==> config.mk <==
export PLATFORM = sky130hd
export DESIGN_NAME = int_coalesce_manager
export DESIGN_NICKNAME = d
export VERILOG_FILES = /design/src/rtl/int_coalesce_manager.sv
export SDC_FILE = /design/constraint.sdc
export NUM_CORES = 1
export LEC_CHECK = 0
export CAP_MARGIN = 5
export CORE_MARGIN = 4
export CORE_UTILIZATION = 37
export CTS_BUF_LIST = sky130_fd_sc_hd__clkbuf_8
export CTS_CLUSTER_DIAMETER = 80
export DETAILED_ROUTE_END_ITERATION = 12
export PLACE_DENSITY = 0.67
export SLEW_MARGIN = 0
export SYNTH_ARGS = -nofsm -noshare
export SYNTH_HDL_FRONTEND = slang
export SYNTH_SLANG_ARGS = --single-unit
==> constraint.sdc <==
create_clock -name clk -period 4.9 [get_ports clk]
set_clock_uncertainty 0.1 [all_clocks]
set_input_delay 0.735 -clock clk [delete_from_list [all_inputs] [get_ports clk]]
set_output_delay 0.735 -clock clk [all_outputs]
set_load 0.005 [all_outputs]
==> src/rtl/int_coalesce_manager.sv <==
// Multi-channel interrupt coalescer: detects done edges, batches them by count or timeout,
// and drives the PCIe core cfg_interrupt handshake in MSI or legacy INTx mode.
module int_coalesce_manager #(
    parameter int NUM_CH = 4,
    parameter int COAL_W = 8,
    parameter int TMR_W  = 16,
    parameter int CNT_W  = 32
) (
    input  logic              clk,
    input  logic              rst,
    input  logic              en,
    input  logic              int_en,
    input  logic [NUM_CH-1:0] int_msk_i,
    input  logic [NUM_CH-1:0] req_done_i,
    input  logic [COAL_W-1:0] coal_thresh_i,
    input  logic [TMR_W-1:0]  coal_timeout_i,
    output logic [NUM_CH-1:0] int_status_o,
    input  logic [NUM_CH-1:0] int_status_clr_i,
    output logic [CNT_W-1:0]  int_cnt_o,
    input  logic              msi_on,
    output logic              cfg_interrupt_n_o,
    input  logic              cfg_interrupt_rdy_n_i,
    output logic              cfg_interrupt_assert_n_o,
    input  logic              cfg_interrupt_legacyclr
);

    // Sum width must hold both a saturated batch count and a full popcount.
    localparam int SUM_W = ((COAL_W > 5) ? COAL_W : 5) + 1;
    localparam logic [COAL_W-1:0] BATCH_MAX = '1;
    localparam logic [TMR_W-1:0]  TMR_MAX   = '1;

    typedef enum logic [2:0] {
        IDLE,
        MSI_REQ,
        ASSERT_REQ,
        ASSERTED,
        DEASSERT_REQ
    } state_t;

    state_t state, state_next;

    logic [NUM_CH-1:0] prev;
    logic [NUM_CH-1:0] pend;
    logic [NUM_CH-1:0] events;
    logic [COAL_W-1:0] batch_cnt;
    logic [COAL_W-1:0] batch_next;
    logic [COAL_W-1:0] thresh_eff;
    logic [TMR_W-1:0]  timer;
    logic [SUM_W-1:0]  ev_cnt;
    logic [SUM_W-1:0]  batch_sum;
    logic              fire;

    assign events     = ~prev & req_done_i & ~int_msk_i & {NUM_CH{int_en & en}};
    assign thresh_eff = (coal_thresh_i == '0) ? COAL_W'(1) : coal_thresh_i;

    assign fire = (state == IDLE) && en && int_en && (batch_cnt != '0) &&
                  ((batch_cnt >= thresh_eff) ||
                   ((coal_timeout_i != '0) && (timer >= coal_timeout_i)));

    // Events arriving in a fire cycle start the next batch rather than joining the fired one.
    always_comb begin
        ev_cnt = '0;
        for (int i = 0; i < NUM_CH; i++) begin
            ev_cnt = ev_cnt + SUM_W'(events[i]);
        end
        batch_sum  = (fire ? '0 : SUM_W'(batch_cnt)) + ev_cnt;
        batch_next = (batch_sum > SUM_W'(BATCH_MAX)) ? BATCH_MAX : batch_sum[COAL_W-1:0];
    end

    always_ff @(posedge clk) begin
        if (rst) begin
            prev         <= '0;
            pend         <= '0;
            batch_cnt    <= '0;
            timer        <= '0;
            int_status_o <= '0;
            int_cnt_o    <= '0;
            state        <= IDLE;
        end else begin
            prev  <= req_done_i;
            state <= state_next;

            if (!en || !int_en) begin
                pend      <= '0;
                batch_cnt <= '0;
                timer     <= '0;
            end else begin
                pend      <= (fire ? '0 : pend) | events;
                batch_cnt <= batch_next;
                if (fire || (batch_cnt == '0)) begin
                    timer <= '0;
                end else if (timer != TMR_MAX) begin
                    timer <= timer + TMR_W'(1);
                end
            end

            // A fire setting a bit wins over a simultaneous host clear of that bit.
            if (!en) begin
                int_status_o <= '0;
            end else begin
                int_status_o <= (int_status_o & ~int_status_clr_i) | (fire ? pend : '0);
            end

            if (fire) begin
                int_cnt_o <= int_cnt_o + CNT_W'(1);
            end
        end
    end

    // Every request state is left only on a core accept, so no request is ever abandoned.
    always_comb begin
        state_next               = state;
        cfg_interrupt_n_o        = 1'b1;
        cfg_interrupt_assert_n_o = 1'b1;
        case (state)
            IDLE: begin
                if (fire) begin
                    state_next = msi_on ? MSI_REQ : ASSERT_REQ;
                end
            end
            MSI_REQ: begin
                cfg_interrupt_n_o = 1'b0;
                if (!cfg_interrupt_rdy_n_i) begin
                    state_next = IDLE;
                end
            end
            ASSERT_REQ: begin
                cfg_interrupt_n_o        = 1'b0;
                cfg_interrupt_assert_n_o = 1'b0;
                if (!cfg_interrupt_rdy_n_i) begin
                    state_next = ASSERTED;
                end
            end
            ASSERTED: begin
                cfg_interrupt_assert_n_o = 1'b0;
                if (!en || (int_status_o == '0) || cfg_interrupt_legacyclr) begin
                    state_next = DEASSERT_REQ;
                end
            end
            DEASSERT_REQ: begin
                cfg_interrupt_n_o = 1'b0;
                if (!cfg_interrupt_rdy_n_i) begin
                    state_next = IDLE;
                end
            end
            default: begin
                state_next = IDLE;
            end
        endcase
    end

endmodule

# ---- Word-level counts from Yosys, hierarchy flattened
# Cells that the tools add are included.
dict set report word_totals {
  register_bits 71
  inputBits 43
  output_inout_bits 38
  elab_cells 74
}
dict set report classes {
  add_sub_neg 6
  order_cmp 3
  n_eq_ne 9
  mux 13
  bitwise 11
  reduce_logical 25
}
# op n
set ops {}
lappend ops {{adder 32 x 1 -> 32 bit (second input constant)} 1}
lappend ops {{2-to-1 mux 8 bit} 3}
lappend ops {{adder 16 x 1 -> 16 bit (second input constant)} 1}
lappend ops {{bitwise AND 4 bit} 4}
lappend ops {{greater-or-equal comparator 16 bit} 1}
lappend ops {{logical NOT 8 bit} 2}
lappend ops {{inequality test 16 bit (second input constant)} 1}
lappend ops {{nonzero test 16 bit} 1}
lappend ops {{2-to-1 mux 3 bit} 4}
lappend ops {{NOT 4 bit} 3}
lappend ops {{one-hot mux 3 bit (4 select lines)} 1}
lappend ops {{adder 8 x 4 -> 9 bit} 1}
lappend ops {{greater-than comparator 9 x 8 -> 1 bit (second input constant)} 1}
lappend ops {{greater-or-equal comparator 8 bit} 1}
lappend ops {{2-to-1 mux 4 bit} 2}
lappend ops {{inequality test 2 bit (second input constant)} 4}
lappend ops {{OR 4 bit} 2}
lappend ops {{nonzero test 8 bit} 1}
lappend ops {{OR reduction 2 bit} 4}
lappend ops {{equality test 3 x 2 -> 1 bit (second input constant)} 2}
lappend ops {{OR reduction 3 bit} 2}
lappend ops {{logical AND 1 bit} 5}
lappend ops {{logical OR 1 bit} 5}
lappend ops {{adder 3 x 1 -> 4 bit} 1}
lappend ops {{other kinds (12)} 14}

# ---- Depth between registers and ports, before layout
dict set report depth {
  word_depth 10
  ltp_mapped 19
  depth_no_buf 16
}

# ---- Worst setup path before layout
# Ideal clock, no wire load.
dict set report synth_timing {
  path_kind {input port to flip-flop}
  startpoint {in coal_thresh_i[1]}
  endpoint {reg batch_cnt[2]}
  arrival_time_ns 4.676
  setup_slack_ns 0.038
  path_stages 19
  path_buffers 3
  path_cell_list {nor4_1 > a41o_1 > ha_1 > nand2b_1 > a21o_1 > a211o_1 > a221o_1 > clkbuf_1 > o21ai_2 > buf_2 > buf_2 > and2_1 > fa_1 > inv_1 > fa_1 > nor2_1 > nand4_1 > and4b_1 > a211oi_1}
}
dict set report synth_via {
  elab_chain_cells 9
}
# item line
set synth_rtl {}
lappend synth_rtl {{start, declared} 15} ;# input logic [COAL_W-1:0] coal_thresh_i,
lappend synth_rtl {{logical NOT 8 bit} 54} ;# assign thresh_eff = (coal_thresh_i == '0) ? COAL_W'(1) : coal_thresh_i;
lappend synth_rtl {{2-to-1 mux 8 bit (*)} 54}
lappend synth_rtl {{greater-or-equal comparator 8 bit (*)} 57} ;# ((batch_cnt >= thresh_eff) ||
lappend synth_rtl {{logical OR 1 bit (*)} 57}
lappend synth_rtl {{logical AND 1 bit (*)} 56} ;# assign fire = (state == IDLE) && en && int_en && (batch_cnt != '0) &&
lappend synth_rtl {{2-to-1 mux 8 bit (*)} 66} ;# batch_sum = (fire ? '0 : SUM_W'(batch_cnt)) + ev_cnt;
lappend synth_rtl {{adder 8 x 4 -> 9 bit (*)} 66}
lappend synth_rtl {{greater-than comparator 9 x 8 -> 1 bit} 67} ;# batch_next = (batch_sum > SUM_W'(BATCH_MAX)) ? BATCH_MAX : batch_sum[COAL_W-1:0];
lappend synth_rtl {{2-to-1 mux 8 bit (*)} 67}
lappend synth_rtl {{end signal, assigned} 89} ;# batch_cnt <= batch_next;
lappend synth_rtl {{end, declared} 45} ;# logic [COAL_W-1:0] batch_cnt;
# Every way passes the cells marked *; elsewhere a longest branch is shown, timed or not.
# A chain may end at the register's enable or synchronous reset.

# ---- Final worst setup path
dict set report layout_timing {
  startpoint {in coal_thresh_i[1]}
  endpoint {reg batch_cnt[0]}
}
# The elaborated chain is that of the path after synthesis.

==> metrics.txt <==
Worst Hold Launch pend[1]; RSZ-0062 raised after global routing false; global-route wire length before repair 16.4 mm; worst hold slack 0.367 ns; WP data required between 5 and 6 ns; reg2reg path depth 16; GPL Wtd Cong 0.837; average wire per standard cell 13.9 µm; CTS Hold Bufs 0; final-report hold violation count 0; Critical R2R Launch batch_cnt[0]; Worst-Margin Slew 0.804 ns; Peak VDD IR 0.142 mV; vias in the first global route between 3000 and 4000; WHS Path Cells 2; Vias per Instance roughly 5.3; min cycle time layout 4.50 ns; Tcrit/Tclk final 0.918; Synth warnings 0; Cell Int Power 0.808 mW; Worst Path Arrival roughly 4.7 ns; CP Max Fanout 5; Total Power 1.03 mW; number of synthesized flops with an enable pin 0; max incr delay on CP 0.47 ns; worst hold endpoint pend[1]; ys flop type dfxtp_1; power per cell area around 200 mW/mm²; #FFs+latches synth 71; layout cells sized above 1 0.0579; CTS Buf Count 9; Num Clock Sinks 71; GRT Total Usage 0.153; net count after synthesis between 500 and 600; Post-CTS Repair Setup Buffers 0; Comb pwr share 0.071; number of port buffers 80; grt peak-use layer met2; CTS tree done; switching power 0.227 mW; first-pass iteration count of the detailed router 4; drt initial violations 188; Critical Path Sink Type flip-flop; Die Wd 113 µm; P_leak 1.88 nW; GRT Residual Overflow 0; Sw Share 0.220; commonest non-fill, non-tap cell in the layout clkdlybuf4s50_1; Syn Area/Cell 8.30 µm²; CP max stage cell fa_1; Final Net Count about 640; RR Endpoint batch_cnt[0]; Slew Limit Fails 0; # rows 37; Hold Path Class reg2reg; # DRC 0; HPWL Detailed 7.59 mm; Syn-to-layout area delta 27.1%; Starting Density 0.386; # resized after CTS 0; fraction of registers with async set/reset 0; CTS Root Cell clkbuf_8; worst-skew pair later-pin latency 0.33 ns; setup violators final 0; H-tree lvl count 3; maximum root-to-sink buffer count 2; Post-Route WL 9.80 mm; status finished, final reports clean; Slew HR 0.459; top-level port count roughly 80; commonest non-fill, non-tap cells in the layout clkdlybuf4s50_1 (80), dfxtp_1 (71), a21oi_1 (48), nor2_1 (44), inv_1 (38); die height 113 µm; Clk pwr share 0.369; Cell Area, Synth 0.00406 mm²; clk slew on worst S/H paths around 0.07 ns; Syn Inst Count 489; Worst setup SP type input port; largest net degree at the start of global routing 42; worst path cell trace clkdlybuf4s50_1 -> nor4_1 -> a41o_1 -> ha_1 -> nand2b_1 -> a21o_1 -> a211o_1 -> a221o_1 -> o21ai_2 -> buf_4 -> and2_1 -> inv_1 -> fa_1 -> nor2_1 -> nand4_1 -> buf_4 -> nand2b_1 -> a21oi_1; vias 3739; Fmax achieved 222 MHz; sequential share of power 0.560; CP Class in2reg; DRT antenna net count 0; Yosys cell types between 50 and 60; worst path bufs/invs 4; initial antenna violation count 0; setup slack, reg-to-reg 1.27 ns; sequential fraction of the synthesis area 0.350; top cell family by delay on the critical path compound AO/OA/AOI/OAI gates; Max Cap Viol 0; total negative slack 0 ns; met2 GRT Util 0.273; Die ar. 0.0127 mm²; Core Footprint 0.0105 mm²; met3 Use GR 0.0251; Ant. Diodes 0; met1 usage 0.190
## registers in the layout (all words and copies together), names as in the netlist
signal	count
batch_cnt	8
timer	16
prev	4
int_cnt_o	32
state	3
pend	4
int_status_o	4
## synthesized netlist by cell type (all sizes together) (6+ instances only)
cell,number,area share
a21oi,48,0.059
and3,9,0.014
nor2b,9,0.014
nand3,14,0.017
o21ai,18,0.023
o31ai,12,0.022
nor2,44,0.041
nor4,8,0.012
clkbuf,14,0.013
nand2,32,0.030
or4,11,0.020
buf,8,0.011
xnor2,12,0.026
nand2b,13,0.020
nor3,8,0.012
dfxtp,71,0.35
o211ai,11,0.020
and4,6,0.013
nand4,10,0.015
xor2,12,0.026
or3,11,0.017
ha,27,0.083
inv,37,0.034
## worst reg2reg max path: cells and delay by family (launching register included)
kind | cells | cell delay [ns]
compound gates | 5 | 1.19
flops | 1 | 0.36
fa+ha+maj | 2 | 0.74
simple gates | 5 | 0.73
buf+inv | 4 | 0.45
## worst max-delay path by stage
stage	from	end	slack, ns	cells past startpoint
3_5_place_dp	coal_thresh_i[1]	batch_cnt[2]	-0.02	17
6_report	coal_thresh_i[1]	batch_cnt[0]	0.40	18
4_1_cts	coal_thresh_i[1]	batch_cnt[2]	0.32	17
2_1_floorplan	coal_thresh_i[1]	batch_cnt[2]	0.04	19
3_3_place_gp	coal_thresh_i[1]	batch_cnt[2]	0.12	17
5_1_grt	coal_thresh_i[1]	batch_cnt[0]	0.10	18
## layer usage
metal	routed length, µm	vias up
met5	0	-
met3	355	4
met1	4420	1755
met2	4980	67
met4	49	0
li1	-	1913
## through the flow
| stage | cells | area [µm²] | setup slack, ns | utilization |
|---|---|---|---|---|
| after floorplan | 489 | 4060 | 0.0384 | - |
| after global placement | 691 | 4990 | 0.116 | 0.475 |
| after detailed placement | 691 | 4990 | -0.0249 | 0.475 |
| after CTS | 704 | 5140 | 0.317 | 0.489 |
| after global routing | 706 | 5160 | 0.104 | 0.491 |
| final | 706 | 5160 | 0.400 | 0.491 |
## power by group through the flow
stage | logic, mW | registers [mW] | clock network, mW
final | 0.0736 | 0.580 | 0.382
after global routing | 0.0829 | 0.579 | 0.413
after CTS | 0.0747 | 0.580 | 0.391
after detailed placement | 0.0744 | 0.593 | 0
after global placement | 0.0727 | 0.593 | 0
after floorplan | 0.0290 | 0.593 | 0
## cell type report
cell class | count | area, µm²
Timing Repair Buffer | 90 | 876
Sequential cell | 71 | 1420
Inverter | 37 | 139
Tap cell | 136 | 170
Multi-Input combinational cell | 359 | 2400
Clock inverter | 3 | 13.8
Clock buffer | 10 | 138
Fill cell | 1042 | 5350
## kinds of logic (layout without fill, tap and decap cells)
family	after synthesis	count (layout)	synth area share
simple gates	190	190	0.258
compound gates	113	113	0.178
flops	71	71	0.350
buf+inv	59	140	0.0583
fa+ha+maj	30	30	0.0981
xor+xnor	24	24	0.0518
mux	2	2	0.00494
Power figures use the tool's default switching activity.
